[config.mk]
export PLATFORM = sky130hd
export DESIGN_NAME = fft_but_seq
export DESIGN_NICKNAME = d
export VERILOG_FILES = /design/src/rtl/fft_but_seq.sv
export SDC_FILE = /design/constraint.sdc
export NUM_CORES = 1
export LEC_CHECK = 0
export ABC_CLOCK_PERIOD_IN_PS = 4000
export CORE_MARGIN = 2
export CORE_UTILIZATION = 35
export CTS_BUF_LIST = sky130_fd_sc_hd__clkbuf_4
export CTS_CLUSTER_DIAMETER = 50
export DETAILED_ROUTE_END_ITERATION = 7
export DONT_BUFFER_PORTS = 1
export PLACE_DENSITY_LB_ADDON = 0.05
export SYNTH_ARGS = -nofsm -noshare
export SYNTH_HDL_FRONTEND = slang
export SYNTH_SLANG_ARGS = --single-unit
[constraint.sdc]
create_clock -name clk -period 4 [get_ports clk]
set_clock_uncertainty 0.05 [all_clocks]
set_input_delay 0.2 -clock clk [delete_from_list [all_inputs] [get_ports clk]]
set_output_delay 0.2 -clock clk [all_outputs]
set_load 0.02 [all_outputs]
[src/rtl/fft_but_seq.sv]
// Radix-2 DIT butterfly sequencer: walks every stage of an in-place FFT over a
// dual-port sample RAM, feeds the butterfly unit and writes its results back.
module fft_but_seq #(
    parameter int SAMPLE_W   = 32,
    parameter int TWDL_W     = 10,
    parameter int N_LOG2     = 7,
    parameter int PEND_DEPTH = 8
) (
    input  logic                    clk,
    input  logic                    rst,
    input  logic                    start,
    output logic                    busy,
    output logic                    done,
    output logic                    ram_rd_en,
    output logic [N_LOG2-1:0]       ram_rd_addr,
    input  logic [2*SAMPLE_W-1:0]   ram_rd_data,
    output logic                    ram_wr_en,
    output logic [N_LOG2-1:0]       ram_wr_addr,
    output logic [2*SAMPLE_W-1:0]   ram_wr_data,
    output logic [N_LOG2-2:0]       twdl_addr,
    input  logic [2*TWDL_W-1:0]     twdl_data,
    output logic [SAMPLE_W-1:0]     sample_a_re,
    output logic [SAMPLE_W-1:0]     sample_a_im,
    output logic [SAMPLE_W-1:0]     sample_b_re,
    output logic [SAMPLE_W-1:0]     sample_b_im,
    output logic [TWDL_W-1:0]       twdl_re,
    output logic [TWDL_W-1:0]       twdl_im,
    output logic                    sample_rdy,
    input  logic [SAMPLE_W-1:0]     res_re,
    input  logic [SAMPLE_W-1:0]     res_im,
    input  logic                    res_rdy,
    output logic                    err_unexp_res
);
    localparam int SW = $clog2(N_LOG2);
    localparam int PW = $clog2(PEND_DEPTH);
    localparam int CW = PW + 1;
    localparam logic [SW-1:0]     S_LAST      = SW'(N_LOG2 - 1);
    localparam logic [N_LOG2-2:0] K_LAST      = '1;
    localparam logic [CW:0]       ISSUE_LIMIT = (CW+1)'(PEND_DEPTH - 2);

    typedef enum logic [2:0] {
        IDLE  = 3'd0,
        RD_A  = 3'd1,
        RD_B  = 3'd2,
        DRAIN = 3'd3,
        DONE  = 3'd4
    } state_t;

    function automatic logic [N_LOG2-1:0] pair_top(input logic [N_LOG2-2:0] k, input logic [SW-1:0] s);
        logic [N_LOG2-1:0] kx;
        logic [N_LOG2-1:0] mask;
        kx   = {1'b0, k};
        mask = (N_LOG2'(1'b1) << s) - N_LOG2'(1'b1);
        return (((kx >> s) << s) << 1) + (kx & mask);
    endfunction

    function automatic logic [N_LOG2-2:0] twdl_index(input logic [N_LOG2-2:0] k, input logic [SW-1:0] s);
        logic [N_LOG2-2:0] mask;
        mask = ((N_LOG2-1)'(1'b1) << s) - (N_LOG2-1)'(1'b1);
        return (k & mask) << ((N_LOG2 - 1) - int'(s));
    endfunction

    state_t                  state_q, state_d;
    logic [SW-1:0]           stage_q, stage_d;
    logic [N_LOG2-2:0]       k_q, k_d;
    logic                    busy_q, busy_d;
    logic                    done_q, done_d;
    logic                    rd_a_q, rd_a_d;
    logic                    rd_b_q, rd_b_d;
    logic [2*N_LOG2-1:0]     pair_q, pair_d;
    logic [2*SAMPLE_W-1:0]   a_hold_q, a_hold_d;
    logic [2*TWDL_W-1:0]     w_hold_q, w_hold_d;
    logic [2*SAMPLE_W-1:0]   samp_a_q, samp_a_d;
    logic [2*SAMPLE_W-1:0]   samp_b_q, samp_b_d;
    logic [2*TWDL_W-1:0]     w_q, w_d;
    logic                    sample_rdy_q, sample_rdy_d;
    logic [PW-1:0]           wr_ptr_q, wr_ptr_d;
    logic [PW-1:0]           rd_ptr_q, rd_ptr_d;
    logic [CW-1:0]           cnt_q, cnt_d;
    logic                    beat_q, beat_d;
    logic                    err_q, err_d;
    logic                    wr_en_q, wr_en_d;
    logic [N_LOG2-1:0]       wr_addr_q, wr_addr_d;
    logic [2*SAMPLE_W-1:0]   wr_data_q, wr_data_d;
    logic [2*N_LOG2-1:0]     pend_q [PEND_DEPTH];

    logic [N_LOG2-1:0]       top_s, bot_s;
    logic [N_LOG2-2:0]       tw_s;
    logic [2*N_LOG2-1:0]     head_s;
    logic                    room_s, rd_en_s, push_s, pop_s;

    assign top_s  = pair_top(k_q, stage_q);
    assign bot_s  = top_s + (N_LOG2'(1'b1) << stage_q);
    assign tw_s   = twdl_index(k_q, stage_q);
    assign head_s = pend_q[rd_ptr_q];
    // An issue between RD_B and its queue push still occupies an entry.
    assign room_s = ({1'b0, cnt_q} + {{CW{1'b0}}, rd_b_q}) <= ISSUE_LIMIT;

    // Next-state, read/issue pipeline, pending queue and writeback logic.
    always_comb begin
        state_d      = state_q;
        stage_d      = stage_q;
        k_d          = k_q;
        rd_a_d       = 1'b0;
        rd_b_d       = 1'b0;
        pair_d       = pair_q;
        a_hold_d     = a_hold_q;
        w_hold_d     = w_hold_q;
        samp_a_d     = samp_a_q;
        samp_b_d     = samp_b_q;
        w_d          = w_q;
        sample_rdy_d = 1'b0;
        beat_d       = beat_q;
        err_d        = err_q;
        wr_en_d      = 1'b0;
        wr_addr_d    = wr_addr_q;
        wr_data_d    = wr_data_q;
        rd_en_s      = 1'b0;
        push_s       = 1'b0;
        pop_s        = 1'b0;

        case (state_q)
            IDLE: begin
                if (start) begin
                    stage_d = '0;
                    k_d     = '0;
                    state_d = RD_A;
                end else begin
                    state_d = IDLE;
                end
            end
            RD_A: begin
                if (room_s) begin
                    rd_en_s = 1'b1;
                    rd_a_d  = 1'b1;
                    state_d = RD_B;
                end else begin
                    state_d = RD_A;
                end
            end
            RD_B: begin
                rd_en_s = 1'b1;
                rd_b_d  = 1'b1;
                pair_d  = {top_s, bot_s};
                if (k_q == K_LAST) begin
                    state_d = DRAIN;
                end else begin
                    k_d     = k_q + (N_LOG2-1)'(1'b1);
                    state_d = RD_A;
                end
            end
            DRAIN: begin
                // Next stage may only read once every result of this one is written.
                if (!rd_b_q && (cnt_q == '0)) begin
                    if (stage_q == S_LAST) begin
                        state_d = DONE;
                    end else begin
                        stage_d = stage_q + SW'(1'b1);
                        k_d     = '0;
                        state_d = RD_A;
                    end
                end else begin
                    state_d = DRAIN;
                end
            end
            DONE: begin
                state_d = IDLE;
            end
            default: begin
                state_d = IDLE;
            end
        endcase

        if (rd_a_q) begin
            a_hold_d = ram_rd_data;
            w_hold_d = twdl_data;
        end else begin
            a_hold_d = a_hold_q;
        end

        if (rd_b_q) begin
            samp_b_d     = ram_rd_data;
            samp_a_d     = a_hold_q;
            w_d          = w_hold_q;
            sample_rdy_d = 1'b1;
            push_s       = 1'b1;
        end else begin
            sample_rdy_d = 1'b0;
        end

        if (res_rdy) begin
            if (cnt_q == '0) begin
                err_d = 1'b1;
            end else if (!beat_q) begin
                wr_en_d   = 1'b1;
                wr_addr_d = head_s[2*N_LOG2-1:N_LOG2];
                wr_data_d = {res_re, res_im};
                beat_d    = 1'b1;
            end else begin
                wr_en_d   = 1'b1;
                wr_addr_d = head_s[N_LOG2-1:0];
                wr_data_d = {res_re, res_im};
                beat_d    = 1'b0;
                pop_s     = 1'b1;
            end
        end else begin
            wr_en_d = 1'b0;
        end

        wr_ptr_d = wr_ptr_q + PW'(push_s);
        rd_ptr_d = rd_ptr_q + PW'(pop_s);
        cnt_d    = cnt_q + CW'(push_s) - CW'(pop_s);
        busy_d   = (state_d == RD_A) || (state_d == RD_B) || (state_d == DRAIN);
        done_d   = (state_d == DONE);
    end

    // State, pipeline and writeback registers with synchronous reset.
    always_ff @(posedge clk) begin
        if (rst) begin
            state_q      <= IDLE;
            stage_q      <= '0;
            k_q          <= '0;
            busy_q       <= 1'b0;
            done_q       <= 1'b0;
            rd_a_q       <= 1'b0;
            rd_b_q       <= 1'b0;
            pair_q       <= '0;
            a_hold_q     <= '0;
            w_hold_q     <= '0;
            samp_a_q     <= '0;
            samp_b_q     <= '0;
            w_q          <= '0;
            sample_rdy_q <= 1'b0;
            wr_ptr_q     <= '0;
            rd_ptr_q     <= '0;
            cnt_q        <= '0;
            beat_q       <= 1'b0;
            err_q        <= 1'b0;
            wr_en_q      <= 1'b0;
            wr_addr_q    <= '0;
            wr_data_q    <= '0;
        end else begin
            state_q      <= state_d;
            stage_q      <= stage_d;
            k_q          <= k_d;
            busy_q       <= busy_d;
            done_q       <= done_d;
            rd_a_q       <= rd_a_d;
            rd_b_q       <= rd_b_d;
            pair_q       <= pair_d;
            a_hold_q     <= a_hold_d;
            w_hold_q     <= w_hold_d;
            samp_a_q     <= samp_a_d;
            samp_b_q     <= samp_b_d;
            w_q          <= w_d;
            sample_rdy_q <= sample_rdy_d;
            wr_ptr_q     <= wr_ptr_d;
            rd_ptr_q     <= rd_ptr_d;
            cnt_q        <= cnt_d;
            beat_q       <= beat_d;
            err_q        <= err_d;
            wr_en_q      <= wr_en_d;
            wr_addr_q    <= wr_addr_d;
            wr_data_q    <= wr_data_d;
        end
    end

    // Pending-writeback address storage; occupancy is tracked by the pointers.
    always_ff @(posedge clk) begin
        if (push_s) begin
            pend_q[wr_ptr_q] <= pair_q;
        end
    end

    assign busy          = busy_q;
    assign done          = done_q;
    assign ram_rd_en     = rd_en_s;
    assign ram_rd_addr   = (state_q == RD_B) ? bot_s : top_s;
    assign twdl_addr     = tw_s;
    assign ram_wr_en     = wr_en_q;
    assign ram_wr_addr   = wr_addr_q;
    assign ram_wr_data   = wr_data_q;
    assign sample_a_re   = samp_a_q[2*SAMPLE_W-1:SAMPLE_W];
    assign sample_a_im   = samp_a_q[SAMPLE_W-1:0];
    assign sample_b_re   = samp_b_q[2*SAMPLE_W-1:SAMPLE_W];
    assign sample_b_im   = samp_b_q[SAMPLE_W-1:0];
    assign twdl_re       = w_q[2*TWDL_W-1:TWDL_W];
    assign twdl_im       = w_q[TWDL_W-1:0];
    assign sample_rdy    = sample_rdy_q;
    assign err_unexp_res = err_q;

endmodule

==> results of run 1 <==
per-stage QoR:
stage               instances  area, µm²  hold WS, ns  util [%]  worst slack (ns)
floorplan                1637      17700        0.286         -             0.111
detailed placement       2238      18400        0.252      36.8            0.0654
global placement         2238      18400        0.246      36.8             0.154
cells by family after synthesis:
| group | Yosys count | share of synthesized area, % |
|---|---|---|
| other | 1 | 0.0211 |
| flip-flops | 459 | 58.1 |
| AO/OA/AOI/OAI | 184 | 6.11 |
| XOR/XNOR | 19 | 0.939 |
| AND/OR/NAND/NOR | 537 | 12.6 |
| buffers and inverters | 121 | 2.72 |
| adder cells (fa/ha/maj) | 32 | 2.34 |
| multiplexers | 284 | 17.2 |
==> results.py, run 1 <==
metrics = {
    "synthesis": {
        "synth_common_cells": "347 x dfxtp_1, 278 x nor2_1, 249 x mux2i_1",
        "yosysSeqAreaShare_pct": 58.1,
        "synth_area_mm2": 0.0177,
        "ys_warn_count": 0,
        "yosysTopAreaCell": "dfxtp_1",
        "async_flop_share_pct": 0,
        "yosysMostFrequentCell": "dfxtp_1",
        "synth_cell_types": 59,
        "synth_top_area_share_pct": 39.2,
        "synth_edf_count": 112,
        "synth_cells": 1637,
        "synthTopCellsByArea": "dfxtp_1 39%, edfxtp_1 19%, mux2i_1 14%",
        "synth_nets": 1821,
        "syn_avg_cell_area_um2": 10.8,
        "ys_seq_elements": 459,
        "ys.flop_type": "dfxtp_1",
    },
    "clock_network": {
        "cts-htree-levels": 4,
        "cts_made_buffers": 131,
        "clockBufferDepth": 3,
        "ctsRootBufferMaster": "clkbuf_4",
        "cts_resized": 49,
        "clock_sinks": 459,
        "postCtsSetupRepairBufs": 30,
        "cts_hold_buf": 499,
    },
    "placed_design": {
        "detailed_place_hpwl_um": 29200,
        "numPortBuffers": 0,
        "finalWeightedCongestion": 0.771,
    },
    "die": {
        "ios": 390,
        "die_w_um": 229,
        "row_count": 82,
        "die_y_um": 229,
        "start_util_pct": 35.4,
    },
    "status": {
        "stop_stage": "clock tree synthesis",
        "error_line": "[ERROR RSZ-0060] Max buffer count reached.",
        "outcome": "did not finish",
    },
}
==> run 2: changes to the inputs <==
- ABC_CLOCK_PERIOD_IN_PS: 4000 -> 5200
- CORE_UTILIZATION: 35 -> 20
- CTS_BUF_LIST: sky130_fd_sc_hd__clkbuf_4 -> not set
- CTS_CLUSTER_DIAMETER: 50 -> not set
- PLACE_DENSITY_LB_ADDON: 0.05 -> 0.15
- clock period: 4 -> 5.2 ns (I/O delays scaled with it)
==> run 2 against run 1 <==
Against the previous run:
- synthesized area is the same
- the run now ends clean
- synthesized cell count is the same
==> results.py, run 2 <==
metrics = {
    "timing": {
        "tns_ns": 0,
        "setup_slack_ns": 0.415,
        "slew_violations": 0,
        "setup_viol": 0,
        "fmax_mhz": 209,
        "period_share_pct": 92.0,
        "tightest_slew_ns": 1.47,
        "max_slew_margin_pct": 1.69,
        "rsz0062_at_grt": "false",
        "holdWs_ns": 0.119,
        "hold_viol_final": 0,
        "fin_crit_ns": 4.79,
    },
    "clock_network": {
        "clockBufferDepth": 3,
        "path_clk_slew_ns": 0.06,
        "cts-htree-levels": 2,
        "cts_made_buffers": 55,
        "clk_latency_ns": 0.62,
        "clock_sinks": 459,
        "cts_tree": "done",
        "ctsRootBufferMaster": "clkbuf_16",
    },
    "placed_design": {
        "detailed_place_hpwl_um": 33700,
        "numPortBuffers": 0,
        "place_area_mm2": 0.0190,
        "post-place-cells": 2722,
        "dp_slack_ns": 0.591,
        "finalWeightedCongestion": 0.756,
    },
    "die": {
        "core_mm2": 0.0881,
        "dieArea_mm2": 0.0911,
        "start_util_pct": 20.1,
        "row_count": 109,
        "die_y_um": 302,
        "ios": 390,
        "die_w_um": 302,
    },
    "critical_path": {
        "crit_arrival_ns": 4.48,
        "setup.worst_path.end_class": "primary output",
        "critical-path-slowest-cell": "fa_1",
        "crit_chain": "inv_1, ha_4, nand2_1, ha_1, nor2b_2, ha_1, inv_1, fa_1, nor2b_1, o21ai_0, nand2_1, xor2_2, ha_1, a21oi_1, nor2_1, o21a_1, nor3_2, xor2_2, buf_4",
        "required_ns": 4.89,
        "worst-path-max-fanout": 9,
        "reg2regPathDepth": 18,
        "r2r-end": "pair_q[6]",
        "cpMostUsedCell": "ha_1",
        "worstSetupPathType": "flop to primary output",
        "reg2reg_slack_ns": 1.26,
        "critical_path_buf_inv_count": 3,
        "r2r_start": "stage_q[1]",
        "cp_top_family": "adder cells",
        "max_stage_delay_ns": 0.41,
        "worstSetupStartpointType": "flop",
    },
    "grt": {
        "grt_overflow": 0,
        "antenna_found_initial": 2,
        "grt_pass1_wl_um": 78000,
        "grt_max_degree": 296,
        "grt_pass1_vias": 12421,
        "track_usage_pct": 11.2,
    },
    "synthesis": {
        "synth_top_area_share_pct": 39.2,
        "synthTopCellsByArea": "dfxtp_1 39%, edfxtp_1 19%, mux2i_1 14%",
        "synth_cell_types": 59,
        "synth_nets": 1821,
        "yosysMostFrequentCell": "dfxtp_1",
        "async_flop_share_pct": 0,
        "synth_cells": 1637,
        "ys.flop_type": "dfxtp_1",
        "ys_seq_elements": 459,
        "synth_area_mm2": 0.0177,
        "yosysSeqAreaShare_pct": 58.1,
        "yosysTopAreaCell": "dfxtp_1",
        "synth_edf_count": 112,
        "synth_common_cells": "347 x dfxtp_1, 278 x nor2_1, 249 x mux2i_1",
        "ys_warn_count": 0,
        "syn_avg_cell_area_um2": 10.8,
    },
    "routing": {
        "top_layer": "met5",
        "first_pass_iters": 5,
        "wirelength_um": 52800,
        "dr_wl_met3_um": 4440,
        "drcViolationCount": 0,
        "viasPerCell": 4.10,
        "route.vias.total": 12343,
        "wire_per_inst_um": 17.5,
        "drt-met1-wl_um": 21800,
        "wl_met2_um": 25600,
        "drtAntennaViolNets": 0,
        "drtIter0Drc": 689,
    },
    "finish": {
        "area_delta_synth_final_pct": 27.8,
        "largest_register": "pend_q",
        "fin_area_mm2": 0.0227,
        "largest_reg_flops": 112,
        "diodes": 0,
        "final_core_util_pct": 25.7,
        "num-fill-cells": 9452,
        "seqCellArea_mm2": 0.0103,
        "instances_no_fill": 3012,
        "final_common_cell": "dfxtp_1",
        "drive_gt1_share_pct": 8.34,
        "multiInputGateArea_mm2": 0.00700,
        "mostFrequentLayoutCells": "342 x dfxtp_1, 278 x nor2_1, 249 x mux2i_1, 186 x dlygate4sd3_1, 175 x nand2_1",
        "layout.nets": 1985,
    },
    "pwr": {
        "p_per_area_mw_per_mm2": 365,
        "power.leakage_nw": 7.91,
        "vdd_ir_drop_max_v": 0.000238,
        "finalPower_mw": 8.27,
    },
    "hold_path": {
        "whs_path_depth": 4,
        "min_to": "ram_wr_addr[2]",
        "hold_path.class": "input pin to flop",
        "hp-start": "res_rdy",
    },
    "job": {
        "drv_cap": 0,
    },
    "status": {
        "outcome": "finished, final reports clean",
    },
}
-- run 2: cells by family (layout without fill, tap and decap cells) --
group	Yosys count	after routing	share of synthesized area, %
AO/OA/AOI/OAI	184	184	6.11
multiplexers	284	284	17.2
XOR/XNOR	19	19	0.939
AND/OR/NAND/NOR	537	537	12.6
other	1	1	0.0211
flip-flops	459	459	58.1
buffers and inverters	121	331	2.72
adder cells (fa/ha/maj)	32	32	2.34
-- run 2: final cells by class --
cell class,count,area share [%]
multi-input cells,1057,30.9
repair buffers,209,9.07
flip-flops and latches,459,45.5
clock inverters,15,0.541
well taps,1165,6.43
clock buffers,88,7.19
inverters,19,0.315
-- run 2: worst max path at each step --
stage / cells after the start / endpoint / slack (ns) / from
finish: 19 / ram_rd_addr[6] / 0.41 / stage_q[1]
global route: 19 / ram_rd_addr[6] / 0.03 / stage_q[1]
CTS: 19 / ram_rd_addr[6] / 0.003 / stage_q[0]
detailed placement: 19 / ram_rd_addr[6] / 0.59 / stage_q[1]
floorplan: 18 / ram_rd_addr[6] / 1.25 / stage_q[0]
global placement: 19 / ram_rd_addr[6] / 0.68 / stage_q[1]
-- run 2: power breakdown --
| group | leakage [nW] | internal [mW] | switching, mW | total (mW) |
|---|---|---|---|---|
| registers | 3.84 | 3.77 | 0.194 | 3.96 |
| logic | 3.20 | 0.265 | 0.315 | 0.581 |
| clock network | 0.863 | 2.15 | 1.57 | 3.73 |
-- run 2: layer usage --
metal | global-route usage, % | vias up
li1 | - | 5959
met1 | 13.2 | 6025
met2 | 18.8 | 289
met3 | 4.50 | 66
met4 | 2.92 | 4
met5 | 0 | -
-- run 2: worst min-delay path: cells and delay by family --
| kind | cells | cell delay (ns) |
|---|---|---|
| simple gates | 2 | 0.20 |
| compound gates | 2 | 0.26 |
-- run 2: repair_timing --
action                                  CTS  global route
buffers inserted                          0             0
resized for setup                         3             7
hold buffers                            187             0
pin swaps                                 0             0
endpoints found under the hold margin   347             0
endpoints found under the setup margin    1             1
Power figures use the tool's default switching activity.
